## src/rtl/y86_pkg.sv

```systemverilog
// y86_pkg: shared Y86-64 instruction codes, status codes, sequencer states and decode helpers.
// Contents: icode localparams, stat codes, state_t enumeration,
//           needs_mem / mem_is_write / writes_e / writes_m classifiers.
package y86_pkg;
    localparam logic [3:0] IHALT   = 4'h0;
    localparam logic [3:0] INOP    = 4'h1;
    localparam logic [3:0] IRRMOVQ = 4'h2;
    localparam logic [3:0] IIRMOVQ = 4'h3;
    localparam logic [3:0] IRMMOVQ = 4'h4;
    localparam logic [3:0] IMRMOVQ = 4'h5;
    localparam logic [3:0] IOPQ    = 4'h6;
    localparam logic [3:0] IJXX    = 4'h7;
    localparam logic [3:0] ICALL   = 4'h8;
    localparam logic [3:0] IRET    = 4'h9;
    localparam logic [3:0] IPUSHQ  = 4'hA;
    localparam logic [3:0] IPOPQ   = 4'hB;

    localparam logic [2:0] SAOK = 3'd1;
    localparam logic [2:0] SHLT = 3'd2;
    localparam logic [2:0] SADR = 3'd3;
    localparam logic [2:0] SINS = 3'd4;

    typedef enum logic [3:0] {
        S_IDLE, S_FETCH, S_DECODE, S_EXECUTE, S_MEMORY,
        S_WB_E, S_WB_M, S_PCUPD, S_HALT, S_ERROR
    } state_t;

    function automatic logic needs_mem(input logic [3:0] ic);
        return ic inside {IRMMOVQ, IMRMOVQ, ICALL, IRET, IPUSHQ, IPOPQ};
    endfunction

    function automatic logic mem_is_write(input logic [3:0] ic);
        return ic inside {IRMMOVQ, ICALL, IPUSHQ};
    endfunction

    // rrmovq shares icode 2 with cmovXX, so its valE write is gated by cnd
    function automatic logic writes_e(input logic [3:0] ic, input logic c);
        return (ic inside {IIRMOVQ, IOPQ, ICALL, IRET, IPUSHQ, IPOPQ}) || (ic == IRRMOVQ && c);
    endfunction

    function automatic logic writes_m(input logic [3:0] ic);
        return ic inside {IMRMOVQ, IPOPQ};
    endfunction
endpackage

```

## src/rtl/mem_wait_timer.sv

```systemverilog
// mem_wait_timer: loadable down-counter whose expired flag marks the last permitted wait cycle.
// Ports: clk, reset (sync, active-high), load (reload with load_val),
//        en (decrement while nonzero), load_val, expired (count == 0).
module mem_wait_timer #(
    parameter int W = 4
) (
    input  logic         clk,
    input  logic         reset,
    input  logic         load,
    input  logic         en,
    input  logic [W-1:0] load_val,
    output logic         expired
);
    logic [W-1:0] count;

    always_ff @(posedge clk) begin
        if (reset) count <= '0;
        else if (load) count <= load_val;
        else if (en && count != '0) count <= count - W'(1);
    end

    assign expired = (count == '0);
endmodule

```

## src/rtl/seq_stage_controller.sv

```systemverilog
// seq_stage_controller: multicycle Y86-64 SEQ sequencer stepping one stage per cycle.
// Inputs : clk, reset (sync, active-high), start, icode, instr_valid, imem_error,
//          cnd, mem_ack, dmem_error.
// Outputs: fetch_en, decode_en, execute_en, mem_req, mem_write, cc_we, wb_e_en,
//          wb_m_en, pc_we (stage strobes), stat, busy, instr_count.
module seq_stage_controller
    import y86_pkg::*;
#(
    parameter int MEM_TIMEOUT = 8,
    parameter int CNT_W       = 32
) (
    input  logic             clk,
    input  logic             reset,
    input  logic             start,
    input  logic [3:0]       icode,
    input  logic             instr_valid,
    input  logic             imem_error,
    input  logic             cnd,
    input  logic             mem_ack,
    input  logic             dmem_error,
    output logic             fetch_en,
    output logic             decode_en,
    output logic             execute_en,
    output logic             mem_req,
    output logic             mem_write,
    output logic             cc_we,
    output logic             wb_e_en,
    output logic             wb_m_en,
    output logic             pc_we,
    output logic [2:0]       stat,
    output logic             busy,
    output logic [CNT_W-1:0] instr_count
);
    localparam int TW = $clog2(MEM_TIMEOUT + 1);

    state_t     state_q, state_d;
    logic [3:0] icode_q;
    logic [2:0] stat_d;
    logic       mem_expired;

    // Loaded during EXECUTE so it holds MEM_TIMEOUT-1 on the first MEMORY cycle;
    // expiry then coincides with the MEM_TIMEOUT-th wait cycle.
    mem_wait_timer #(.W(TW)) u_timer (
        .clk      (clk),
        .reset    (reset),
        .load     (state_q == S_EXECUTE),
        .en       (state_q == S_MEMORY),
        .load_val (TW'(MEM_TIMEOUT - 1)),
        .expired  (mem_expired)
    );

    always_ff @(posedge clk) begin
        if (reset) begin
            state_q     <= S_IDLE;
            stat        <= SAOK;
            icode_q     <= IHALT;
            instr_count <= '0;
        end else begin
            state_q <= state_d;
            stat    <= stat_d;
            if (state_q == S_FETCH) icode_q <= icode;
            if (pc_we) instr_count <= instr_count + CNT_W'(1);
        end
    end

    always_comb begin
        state_d    = state_q;
        stat_d     = stat;
        fetch_en   = 1'b0;
        decode_en  = 1'b0;
        execute_en = 1'b0;
        mem_req    = 1'b0;
        mem_write  = 1'b0;
        cc_we      = 1'b0;
        wb_e_en    = 1'b0;
        wb_m_en    = 1'b0;
        pc_we      = 1'b0;
        case (state_q)
            S_IDLE: state_d = start ? S_FETCH : S_IDLE;
            S_FETCH: begin
                fetch_en = 1'b1;
                if (imem_error) begin
                    state_d = S_ERROR;
                    stat_d  = SADR;
                end else if (!instr_valid) begin
                    state_d = S_ERROR;
                    stat_d  = SINS;
                end else if (icode == IHALT) begin
                    state_d = S_HALT;
                    stat_d  = SHLT;
                end else begin
                    state_d = S_DECODE;
                end
            end
            S_DECODE: begin
                decode_en = 1'b1;
                state_d   = S_EXECUTE;
            end
            S_EXECUTE: begin
                execute_en = 1'b1;
                cc_we      = (icode_q == IOPQ);
                state_d    = needs_mem(icode_q) ? S_MEMORY : S_WB_E;
            end
            S_MEMORY: begin
                mem_req   = 1'b1;
                mem_write = mem_is_write(icode_q);
                // an ack arriving on the final wait cycle still wins over the timeout
                if (mem_ack) begin
                    state_d = dmem_error ? S_ERROR : S_WB_E;
                    stat_d  = dmem_error ? SADR : stat;
                end else if (mem_expired) begin
                    state_d = S_ERROR;
                    stat_d  = SADR;
                end
            end
            S_WB_E: begin
                wb_e_en = writes_e(icode_q, cnd);
                state_d = writes_m(icode_q) ? S_WB_M : S_PCUPD;
            end
            S_WB_M: begin
                wb_m_en = 1'b1;
                state_d = S_PCUPD;
            end
            S_PCUPD: begin
                pc_we   = 1'b1;
                state_d = S_FETCH;
            end
            default: state_d = state_q;
        endcase
    end

    assign busy = !(state_q inside {S_IDLE, S_HALT, S_ERROR});
endmodule

```

## config.mk

```make
export PLATFORM = sky130hd
export DESIGN_NAME = seq_stage_controller
export DESIGN_NICKNAME = d
export VERILOG_FILES = /design/src/rtl/y86_pkg.sv /design/src/rtl/mem_wait_timer.sv /design/src/rtl/seq_stage_controller.sv
export SDC_FILE = /design/constraint.sdc
export NUM_CORES = 1
export LEC_CHECK = 0
export CORE_MARGIN = 2
export CORE_UTILIZATION = 40
export DETAILED_ROUTE_END_ITERATION = 12
export DONT_BUFFER_PORTS = 1
export PLACE_DENSITY_LB_ADDON = 0.3
export SETUP_SLACK_MARGIN = 0.4
export SYNTH_ARGS = -nofsm -noshare
export SYNTH_HDL_FRONTEND = slang
export SYNTH_HIERARCHICAL = 1
export SYNTH_SLANG_ARGS = --single-unit
```

## constraint.sdc

```tcl
create_clock -name clk -period 1.8 [get_ports clk]
set_input_delay 0.09 -clock clk [delete_from_list [all_inputs] [get_ports clk]]
set_output_delay 0.09 -clock clk [all_outputs]
set_load 0.02 [all_outputs]
```

==> impl_metrics.json, run 1 <==
{
  "status": "finished, final reports clean",
  "port_buffers": 0,
  "regArea_um2": 992,
  "final_nets": 390,
  "cts_root_buf": "clkbuf_8",
  "fin_cells": 452,
  "setup_viol": 0,
  "htreeDepth": 2,
  "die_w_um": 83.5,
  "post-route-drc-count": 0,
  "drt_iter0_markers": 95,
  "path_cells": "nand3_1 > or4_4 > nor4_4 > mux2_2",
  "pin_count": 57,
  "post-place-ws_ns": -0.0457,
  "cts.sinks": 47,
  "cts_tree": "yes",
  "fin_ws_ns": 0.0101,
  "syn-mean-instance-area_um2": 8.43,
  "whs_ns": 0.0179,
  "syn_area_mm2": 0.00253,
  "reg2reg_from": "instr_count[3]",
  "vias": 2549,
  "end_kind": "flop",
  "place_area_mm2": 0.00305,
  "die_h_um": 83.5,
  "worst_setup_path_start_kind": "flop",
  "critPathRequiredTime_ns": 2.00,
  "ys_top_cells_by_area": "dfxtp_1 (37%), nor2_1 (4.8%), mux2_2 (4.0%)",
  "dr.pass1.iters": 4,
  "cts.clk_slew.worst_paths_ns": 0.09,
  "start_util_pct": 42.0,
  "yosysUniqueCellTypes": 55,
  "crit_buf_inv": 0,
  "cap_violations": 0,
  "worst-r2r-cell-count": 4,
  "dp_cells": 408,
  "max_freq_ghz": 0.559,
  "min-delay-start": "reset",
  "total_power_mw": 2.03,
  "worstPathArrival_ns": 1.99,
  "clk_path_buf_depth": 2,
  "slowest_stage": "or4_4",
  "clk_latency_ns": 0.31,
  "wl_met2_um": 3740,
  "viasPerCell": 5.64,
  "ir_drop_mv": 0.399,
  "yosysTopAreaCellShare_pct": 37.2,
  "cts_made_buffers": 5,
  "worst_clock_skew_ns": 0.0102,
  "syn_inst": 300,
  "fin_crit_ns": 1.79,
  "overflow": 0,
  "ys.flop_type": "dfxtp_1",
  "grt.total_usage_pct": 19.2,
  "path_delay_family": "simple AND/OR/NAND/NOR gates",
  "fp-row-count": 28,
  "ys_seq_elements": 47,
  "r2r_setup_slack_ns": 0.01,
  "drt-total-wl_um": 7420,
  "grt_pass1_vias": 2362,
  "met3_length_um": 383,
  "r2r-end": "instr_count[31]",
  "holdPathStages": 2,
  "n_antenna_cell": 0,
  "power_density_mw_per_mm2": 512,
  "async_reset_ff_share_pct": 0,
  "min_path_type": "input pin to flop",
  "syn2layout_area_growth_pct": 56.6,
  "finalCritPeriodShare_pct": 99.4,
  "dpl.hpwl_um": 4320,
  "criticalPathCategory": "flop to flop",
  "place.gp.congestion": 0.768,
  "multi_input_area_mm2": 0.00196,
  "crit_path_max_fanout": 5,
  "ant_nets": 0,
  "slew_viol_final": 0,
  "maxUsedRoutingLayer": "met4",
  "num-fill-cells": 481,
  "finish.instance_area_mm2": 0.00396,
  "drive_gt1_share_pct": 51.2,
  "core_mm2": 0.00603,
  "antenna_found_initial": 0,
  "wl_per_cell_um": 16.4,
  "rsz0062_at_grt": "true",
  "finalHoldViolCount": 0,
  "max_stage_delay_ns": 0.65,
  "grt_start_max_net_pins": 37,
  "grt_pass1_wl_um": 11300,
  "yosysWarnings": 6,
  "p_leak_nw": 1.56,
  "synth_top_cell_by_area": "dfxtp_1",
  "dieArea_mm2": 0.00697,
  "wl_met1_um": 3210,
  "synth_edf_count": 0,
  "hold_end": "instr_count[23]",
  "seq_area_frac_synth_pct": 37.2
}
-- Yosys cell counts, types with 2 or more instances --
cell type,count
a211oi_1,2
a21o_1,2
a21oi_1,19
a311oi_1,2
and2_1,4
and3_1,3
and4_1,3
buf_1,3
clkbuf_1,10
conb_1,2
dfxtp_1,47
ha_1,2
inv_1,14
mux2_2,9
mux2i_1,5
nand2_1,17
nand2b_1,4
nand3_1,10
nand4_1,9
nor2_1,32
nor2b_1,11
nor3_1,5
nor3b_1,4
nor4_1,10
o21ai_0,11
o311ai_0,6
o31ai_1,3
o41ai_1,6
or2_2,5
or3_1,8
or4_1,4
xnor2_1,2
xor2_1,4
-- area by class of cell --
type                       count  area share, %
clock inverter                 2          0.284
timing repair buffer          81           19.2
clock buffer                   6           2.09
multi-input combinational    226           49.4
inverter                      15           1.64
sequential                    47           25.1
tap                           75           2.37
-- repair_timing --
action,CTS,global route
hold endpoints to repair,35,0
pin swaps,13,28
resized for setup,40,69
hold buffers,6,0
buffers inserted,15,12
cloned,1,2
setup endpoints to repair,47,47
-- metal layers --
| layer | vias up | GRT usage, % |
|---|---|---|
| met5 | - | 0 |
| met4 | 0 | 5.72 |
| li1 | 1248 | - |
| met1 | 1238 | 24.7 |
| met2 | 56 | 31.7 |
| met3 | 7 | 5.04 |
-- report_power, final --
group	leakage [nW]	switching, mW	internal [mW]
clock	0.0449	0.369	0.307
sequential	0.395	0.0297	1.05
combinational	1.12	0.144	0.127
-- metrics by stage --
stage	utilization [%]	TNS (ns)
after floorplan	-	-0.109
after global placement	50.5	-0.0305
after detailed placement	50.5	-0.144
after CTS	57.9	0
after global routing	65.7	-0.177
final	65.7	0
-- layout by cell type (no fill, tap or decap), drive strengths merged, types with 2 or more instances in the layout --
cell type,count
a211oi,2
a21o,2
a21oi,19
a311oi,2
and2,4
and3,3
and4,4
buf,75
clkbuf,7
clkinvlp,2
conb,4
dfxtp,47
dlygate4sd3,5
ha,2
inv,14
mux2,9
mux2i,5
nand2,17
nand2b,4
nand3,10
nand4,10
nand4b,2
nor2,32
nor2b,11
nor3,5
nor3b,4
nor4,10
nor4b,3
o21ai,11
o311ai,6
o31ai,3
o41ai,6
or2,5
or3,9
or4,6
xnor2,2
xor2,4
-- worst reg2reg max path, delay by kind of cell (launching register included) --
kind / cells / cell delay [ns]
flops: 1 / 0.37
mux: 1 / 0.36
simple gates: 3 / 0.97
-- how the worst max path moves through the flow --
stage	start	end	slack [ns]	depth (start not counted)
global placement	state_q[3]	instr_count[30]	-0.02	4
floorplan	instr_count[16]	instr_count[30]	-0.03	5
finish	instr_count[3]	instr_count[31]	0.01	4
CTS	instr_count[18]	instr_count[30]	0.01	4
global route	state_q[1]	u_timer/count[3]	-0.03	6
detailed placement	state_q[3]	instr_count[30]	-0.05	4
-- kinds of logic (layout without fill, tap and decap cells) --
logic type	count (synthesis)	after routing	synth area share, %
xor gates and xnor gates	6	6	2.08
adders and majority gates	2	2	0.989
other	2	4	0.297
DFF	47	47	37.2
muxes	14	14	5.99
and+or+nand+nor	141	142	32.7
AOI/OAI and AO/OA	58	58	16.0
buffers and inverters	30	104	4.80
-- sequential cells by signal, indices dropped and copies added (netlist names) --
| register | flops |
|---|---|
| icode_q | 4 |
| u_timer/count | 4 |
| state_q | 4 |
| stat | 3 |
| instr_count | 32 |
Note: power is estimated with default switching activity, not from simulation.
==> run 2: changes to the inputs <==
--- a/config.mk
+++ b/config.mk
@@ -7,9 +7,9 @@
 export LEC_CHECK = 0
 export CORE_MARGIN = 2
 export CORE_UTILIZATION = 40
+export CTS_BUF_LIST = sky130_fd_sc_hd__clkbuf_4
 export DETAILED_ROUTE_END_ITERATION = 12
 export DONT_BUFFER_PORTS = 1
-export PLACE_DENSITY_LB_ADDON = 0.3
 export SETUP_SLACK_MARGIN = 0.4
 export SYNTH_ARGS = -nofsm -noshare
 export SYNTH_HDL_FRONTEND = slang
==> run 2 against run 1 <==
Against the previous run: the flow now finishes with violations (setup timing); clock-buffer cell count is the same; largest power group unchanged; flip-flop and latch count is the same; power shrank 6.9%; fmax shrank 4.2%; first-iteration DRC count shrank 29%; routed wire length grew 0.43%; via count grew 1.8%; cell count grew 1.1%; die area is the same; final area grew 0.85%; clock power shrank 25%; non-clock buffer count grew 5.
==> impl_metrics.json, run 2 (same netlist as run 1, synthesis figures left out) <==
{
  "drt-total-wl_um": 7450,
  "total_power_mw": 1.89,
  "num-fill-cells": 489,
  "r2r_setup_slack_ns": -0.07,
  "cts.sinks": 47,
  "slowest_stage": "or4_4",
  "finalHoldViolCount": 0,
  "pwr-share-comb_pct": 16.0,
  "finalCritPeriodShare_pct": 104,
  "r2r-end": "instr_count[26]",
  "critPathRequiredTime_ns": 2.07,
  "crit_path_max_fanout": 5,
  "clk_path_buf_depth": 2,
  "grt_pass1_vias": 2477,
  "ir_drop_mv": 0.362,
  "p_leak_nw": 1.61,
  "drt_iter0_markers": 67,
  "core_mm2": 0.00603,
  "max_stage_delay_ns": 0.64,
  "worst_setup_path_start_kind": "flop",
  "overflow": 0,
  "path_cells": "nand4b_4 > or4_4 > nor4_4 > mux2_4",
  "pwr-share-seq_pct": 57.3,
  "grt_start_max_net_pins": 56,
  "reg2reg_from": "state_q[3]",
  "p_int_mw": 1.36,
  "worstSetupEndpoint": "instr_count[26]",
  "slew_viol_final": 0,
  "drive_gt1_share_pct": 51.8,
  "max_flop_register": "instr_count",
  "start_util_pct": 42.0,
  "max-slew-margin-rel_pct": 65.2,
  "finish.instance_area_mm2": 0.00399,
  "layout_commonest_cell": "buf_4",
  "worst_pin_slew_ns": 0.521,
  "worst_clock_skew_ns": 0.00647,
  "power_density_mw_per_mm2": 473,
  "viasPerCell": 5.68,
  "status": "finished with violations",
  "max_freq_ghz": 0.535,
  "vias": 2596,
  "crit_buf_inv": 0,
  "die_h_um": 83.5,
  "cts_root_buf": "clkbuf_4",
  "cts_tree": "yes",
  "final_cell_mix": "buf_4 (52), nor2_1 (28), buf_6 (23)",
  "ant_nets": 0,
  "crit_start": "state_q[3]",
  "cap_violations": 0,
  "place.gp.congestion": 0.792,
  "post-route-drc-count": 0,
  "dieArea_mm2": 0.00697,
  "worst-r2r-cell-count": 4,
  "final_nets": 395,
  "antenna_found_initial": 0,
  "fin_crit_ns": 1.87,
  "switching_share_pct": 28.1,
  "setup_viol": 7,
  "dr.pass1.iters": 5,
  "dpl.hpwl_um": 4420,
  "end_kind": "flop",
  "cts_made_buffers": 5,
  "worstPathArrival_ns": 2.14,
  "p_sw_mw": 0.530,
  "syn2layout_area_growth_pct": 57.9,
  "htreeDepth": 2,
  "grt.total_usage_pct": 20.3,
  "clk_latency_ns": 0.37,
  "fp-row-count": 28,
  "largest_register_ffs": 32,
  "power.share.clock_pct": 26.7,
  "n_antenna_cell": 0,
  "violations": "setup timing",
  "min_path_type": "input pin to flop",
  "fin_ws_ns": -0.0681,
  "port_buffers": 0,
  "wl_per_cell_um": 16.3,
  "pin_count": 57,
  "grt_pass1_wl_um": 11800,
  "path_delay_family": "simple AND/OR/NAND/NOR gates",
  "criticalPathCategory": "flop to flop",
  "path_depth": 4,
  "cts.clk_slew.worst_paths_ns": 0.14,
  "rsz0062_at_grt": "true",
  "place_area_mm2": 0.00308,
  "die_w_um": 83.5
}
==> run 2: worst reg2reg max path, delay by kind of cell (launching register included) <==
family / cells / cell delay (ns)
flip-flops: 1 / 0.35
multiplexers: 1 / 0.33
AND/OR/NAND/NOR: 3 / 1.10
==> run 2: what timing repair did <==
action	4_1_cts	5_1_grt
pin swaps	14	19
endpoints found under the hold margin	46	0
endpoints found under the setup margin	49	51
cloned	2	0
resized for setup	66	50
hold buffers	8	0
setup buffers	18	8
==> run 2: power groups by stage <==
stage               registers (mW)  logic, mW  clock network, mW
floorplan                     1.10      0.153                  0
global placement              1.10      0.177                  0
detailed placement            1.10      0.178                  0
CTS                           1.08      0.249              0.523
global route                  1.09      0.325              0.560
finish                        1.08      0.301              0.504
==> run 2: worst min-delay path by stage <==
stage                      from          endpoint  slack [ns]  depth (start not counted)
final                     reset   instr_count[26]        0.02                          2
after global routing      reset   instr_count[26]        0.02                          2
after CTS                 reset   instr_count[26]       0.005                          2
after detailed placement  reset   instr_count[15]        0.16                          1
after global placement    reset    instr_count[1]        0.16                          1
after floorplan           reset  u_timer/count[0]        0.16                          1
==> run 2: cell type report <==
class | instances | area (µm²) | share of cell area (%)
Sequential cell | 47 | 992 | 24.8
Multi-Input combinational cell | 226 | 2010 | 50.4
Timing Repair Buffer | 86 | 779 | 19.5
Clock buffer | 6 | 45.0 | 1.13
Tap cell | 75 | 93.8 | 2.35
Inverter | 15 | 62.6 | 1.57
Clock inverter | 2 | 7.51 | 0.188
==> run 2: layer usage <==
layer | vias to the layer above | global-route usage [%] | routed length (µm) | share of wire [%]
met4 | 0 | 7.92 | 106 | 1.4
met3 | 12 | 4.15 | 337 | 4.5
li1 | 1267 | - | - | -
met5 | - | 0 | 0 | 0
met1 | 1254 | 25.3 | 3320 | 45
met2 | 63 | 34.5 | 3680 | 49
==> run 2: per-stage QoR <==
| step | hold slack [ns] | instances | setup WS (ns) | util, % | TNS (ns) |
|---|---|---|---|---|---|
| after CTS | 0.00460 | 449 | -0.0740 | 61.1 | -0.320 |
| final | 0.0217 | 457 | -0.0681 | 66.3 | -0.219 |
| after detailed placement | 0.161 | 413 | -0.0460 | 51.2 | -0.0824 |
| after floorplan | 0.162 | 302 | -0.0310 | - | -0.109 |
| after global routing | 0.0246 | 457 | -0.121 | 66.3 | -0.939 |
| after global placement | 0.162 | 413 | -0.00984 | 51.2 | -0.00984 |
==> run 3: changes to the inputs <==
--- a/config.mk
+++ b/config.mk
@@ -7,9 +7,10 @@
 export LEC_CHECK = 0
 export CORE_MARGIN = 2
 export CORE_UTILIZATION = 40
-export CTS_BUF_LIST = sky130_fd_sc_hd__clkbuf_4
+export CTS_BUF_LIST = sky130_fd_sc_hd__clkbuf_4 sky130_fd_sc_hd__clkbuf_8
 export DETAILED_ROUTE_END_ITERATION = 12
 export DONT_BUFFER_PORTS = 1
+export PLACE_DENSITY = 0.67
 export SETUP_SLACK_MARGIN = 0.4
 export SYNTH_ARGS = -nofsm -noshare
 export SYNTH_HDL_FRONTEND = slang
==> run 3 against run 2 <==
Against the previous run: critical path type is now flop to output port; cell count is 0.88% higher; the flow still finishes with violations (setup timing); worst hold slack better by 0.0093 ns; highest routed layer unchanged; critical endpoint is now mem_write; power is 8.8% higher.
==> impl_metrics.json, run 3 (same netlist as run 1, synthesis figures left out) <==
{
  "grt_busiest_layer": "met2",
  "cts.clk_slew.worst_paths_ns": 0.09,
  "clk_path_buf_depth": 2,
  "dieArea_mm2": 0.00697,
  "n_antenna_cell": 0,
  "die_w_um": 83.5,
  "power.share.clock_pct": 33.2,
  "largest_register_ffs": 32,
  "start_util_pct": 42.0,
  "grt.total_usage_pct": 20.3,
  "crit_path_max_fanout": 3,
  "whs_ns": 0.0311,
  "place.gp.congestion": 0.773,
  "drt_iter0_markers": 70,
  "p_sw_mw": 0.538,
  "slew_viol_final": 0,
  "pin_count": 57,
  "cts_tree": "yes",
  "path_delay_family": "simple AND/OR/NAND/NOR gates",
  "slowest_stage": "or4b_4",
  "finalHoldViolCount": 0,
  "syn2layout_area_growth_pct": 62.9,
  "worst_setup_path_start_kind": "flop",
  "worst_pin_slew_ns": 0.530,
  "pwr-share-comb_pct": 14.2,
  "antenna_found_initial": 0,
  "status": "finished with violations",
  "viasPerCell": 5.68,
  "layout_commonest_cell": "buf_4",
  "place_area_mm2": 0.00306,
  "drive_gt1_share_pct": 56.0,
  "grt_pass1_vias": 2487,
  "critPathRequiredTime_ns": 1.71,
  "max_flop_register": "instr_count",
  "grt_pass1_wl_um": 11800,
  "vias": 2620,
  "met3_usage_pct": 5.24,
  "crit_path_frequent_cell": "buf_6",
  "p_leak_nw": 1.56,
  "fin_crit_ns": 1.82,
  "ant_nets": 0,
  "setup_viol": 3,
  "power_density_mw_per_mm2": 499,
  "switching_share_pct": 26.2,
  "num-fill-cells": 449,
  "overflow": 0,
  "post-route-drc-count": 0,
  "drt-total-wl_um": 7820,
  "dr.pass1.iters": 4,
  "max-slew-margin-rel_pct": 64.6,
  "final_cell_mix": "buf_4 (49), buf_6 (29), nor2_1 (28)",
  "rsz0062_at_grt": "true",
  "core_mm2": 0.00603,
  "min_path_type": "input pin to flop",
  "dpl.hpwl_um": 4520,
  "pwr-share-seq_pct": 52.6,
  "worstPathArrival_ns": 1.73,
  "path_cells": "buf_6 > or4b_4 > buf_6 > nor3_4",
  "worst_clock_skew_ns": 0.00909,
  "crit_buf_inv": 2,
  "max_stage_delay_ns": 0.58,
  "cap_violations": 0,
  "grt_use_met2_pct": 34.9,
  "grtUsageMet1_pct": 24.9,
  "port_buffers": 0,
  "cts_made_buffers": 5,
  "cts_root_buf": "clkbuf_8",
  "fin_ws_ns": -0.0204,
  "final_nets": 399,
  "htreeDepth": 2,
  "fp-row-count": 28,
  "end_kind": "output port",
  "max_freq_ghz": 0.549,
  "criticalPathCategory": "flop to output port",
  "clk_latency_ns": 0.29,
  "die_h_um": 83.5,
  "finalCritPeriodShare_pct": 101,
  "p_int_mw": 1.52,
  "wl_per_cell_um": 17.0,
  "cts.sinks": 47,
  "grt_start_max_net_pins": 37,
  "ir_drop_mv": 0.367,
  "finish.instance_area_mm2": 0.00412,
  "violations": "setup timing"
}
run 3: cell count changes in the layout (fill, tap and decap cells not counted), moves of 3 or more:
cell	previous run	this run
nor4_2	0	6
a21oi_2	6	10
mux2_4	9	1
clkbuf_4	6	1
buf_6	23	29
buf_4	52	49
mux2_2	0	8
clkbuf_8	0	6
a21oi_1	13	9
or3_4	2	5
nor4_4	9	1
run 3: final timing paths:
check | slack (ns) | depth (start not counted) | to | startpoint
worst max-delay path | -0.02 | 4 | mem_write | state_q[1]
worst min-delay path | 0.03 | 2 | instr_count[26] | reset
worst max register to register | -0.01 | 4 | instr_count[30] | instr_count[22]
worst min register to register | 0.55 | 2 | instr_count[3] | instr_count[3]
run 3: repair_timing:
item / CTS / global route
resized for setup: 72 / 61
setup endpoints to repair: 47 / 50
pin swaps: 20 / 21
cloned: 1 / 3
endpoints found under the hold margin: 35 / 0
buffers inserted: 14 / 19
hold buffers: 6 / 0
run 3: cell type report:
type / instances / area, µm² / share of cell area (%)
clock buffers: 7 / 90.1 / 2.19
clock inverters: 1 / 8.76 / 0.213
inverters: 15 / 67.6 / 1.64
multi-input cells: 225 / 1990 / 48.2
flip-flops and latches: 47 / 995 / 24.1
well taps: 75 / 93.8 / 2.28
repair buffers: 91 / 880 / 21.3
run 3: power by group through the flow:
stage               Combinational, mW  Clock (mW)  Sequential, mW
finish                          0.292       0.682            1.08
global route                    0.316       0.746            1.08
CTS                             0.238       0.714            1.08
detailed placement              0.174           0            1.10
global placement                0.170           0            1.10
floorplan                       0.153           0            1.10
run 3: per-layer routing:
metal  share of wire (%)  vias up
met3                 6.3        8
met1                  40     1263
li1                    -     1277
met5                   0        -
met4                0.96        0
met2                  52       72
run 3: stage by stage:
step	instances	worst slack (ns)	total power [mW]	setup TNS, ns	util, %
after floorplan	302	-0.0310	1.25	-0.109	-
after global placement	410	-0.0198	1.27	-0.0313	50.8
after detailed placement	410	-0.0466	1.28	-0.207	50.8
after CTS	439	-0.00229	2.03	-0.00229	60.9
after global routing	461	-0.0886	2.14	-0.842	68.4
final	461	-0.0204	2.05	-0.0325	68.4
run 3: worst reg2reg max path, cell delays in order, from the launching register on:
cell and delay [ns]:
dfxtp_2 0.34, nand4_1 0.15, or4_4 0.60, nor4_2 0.25
mux2_2 0.36
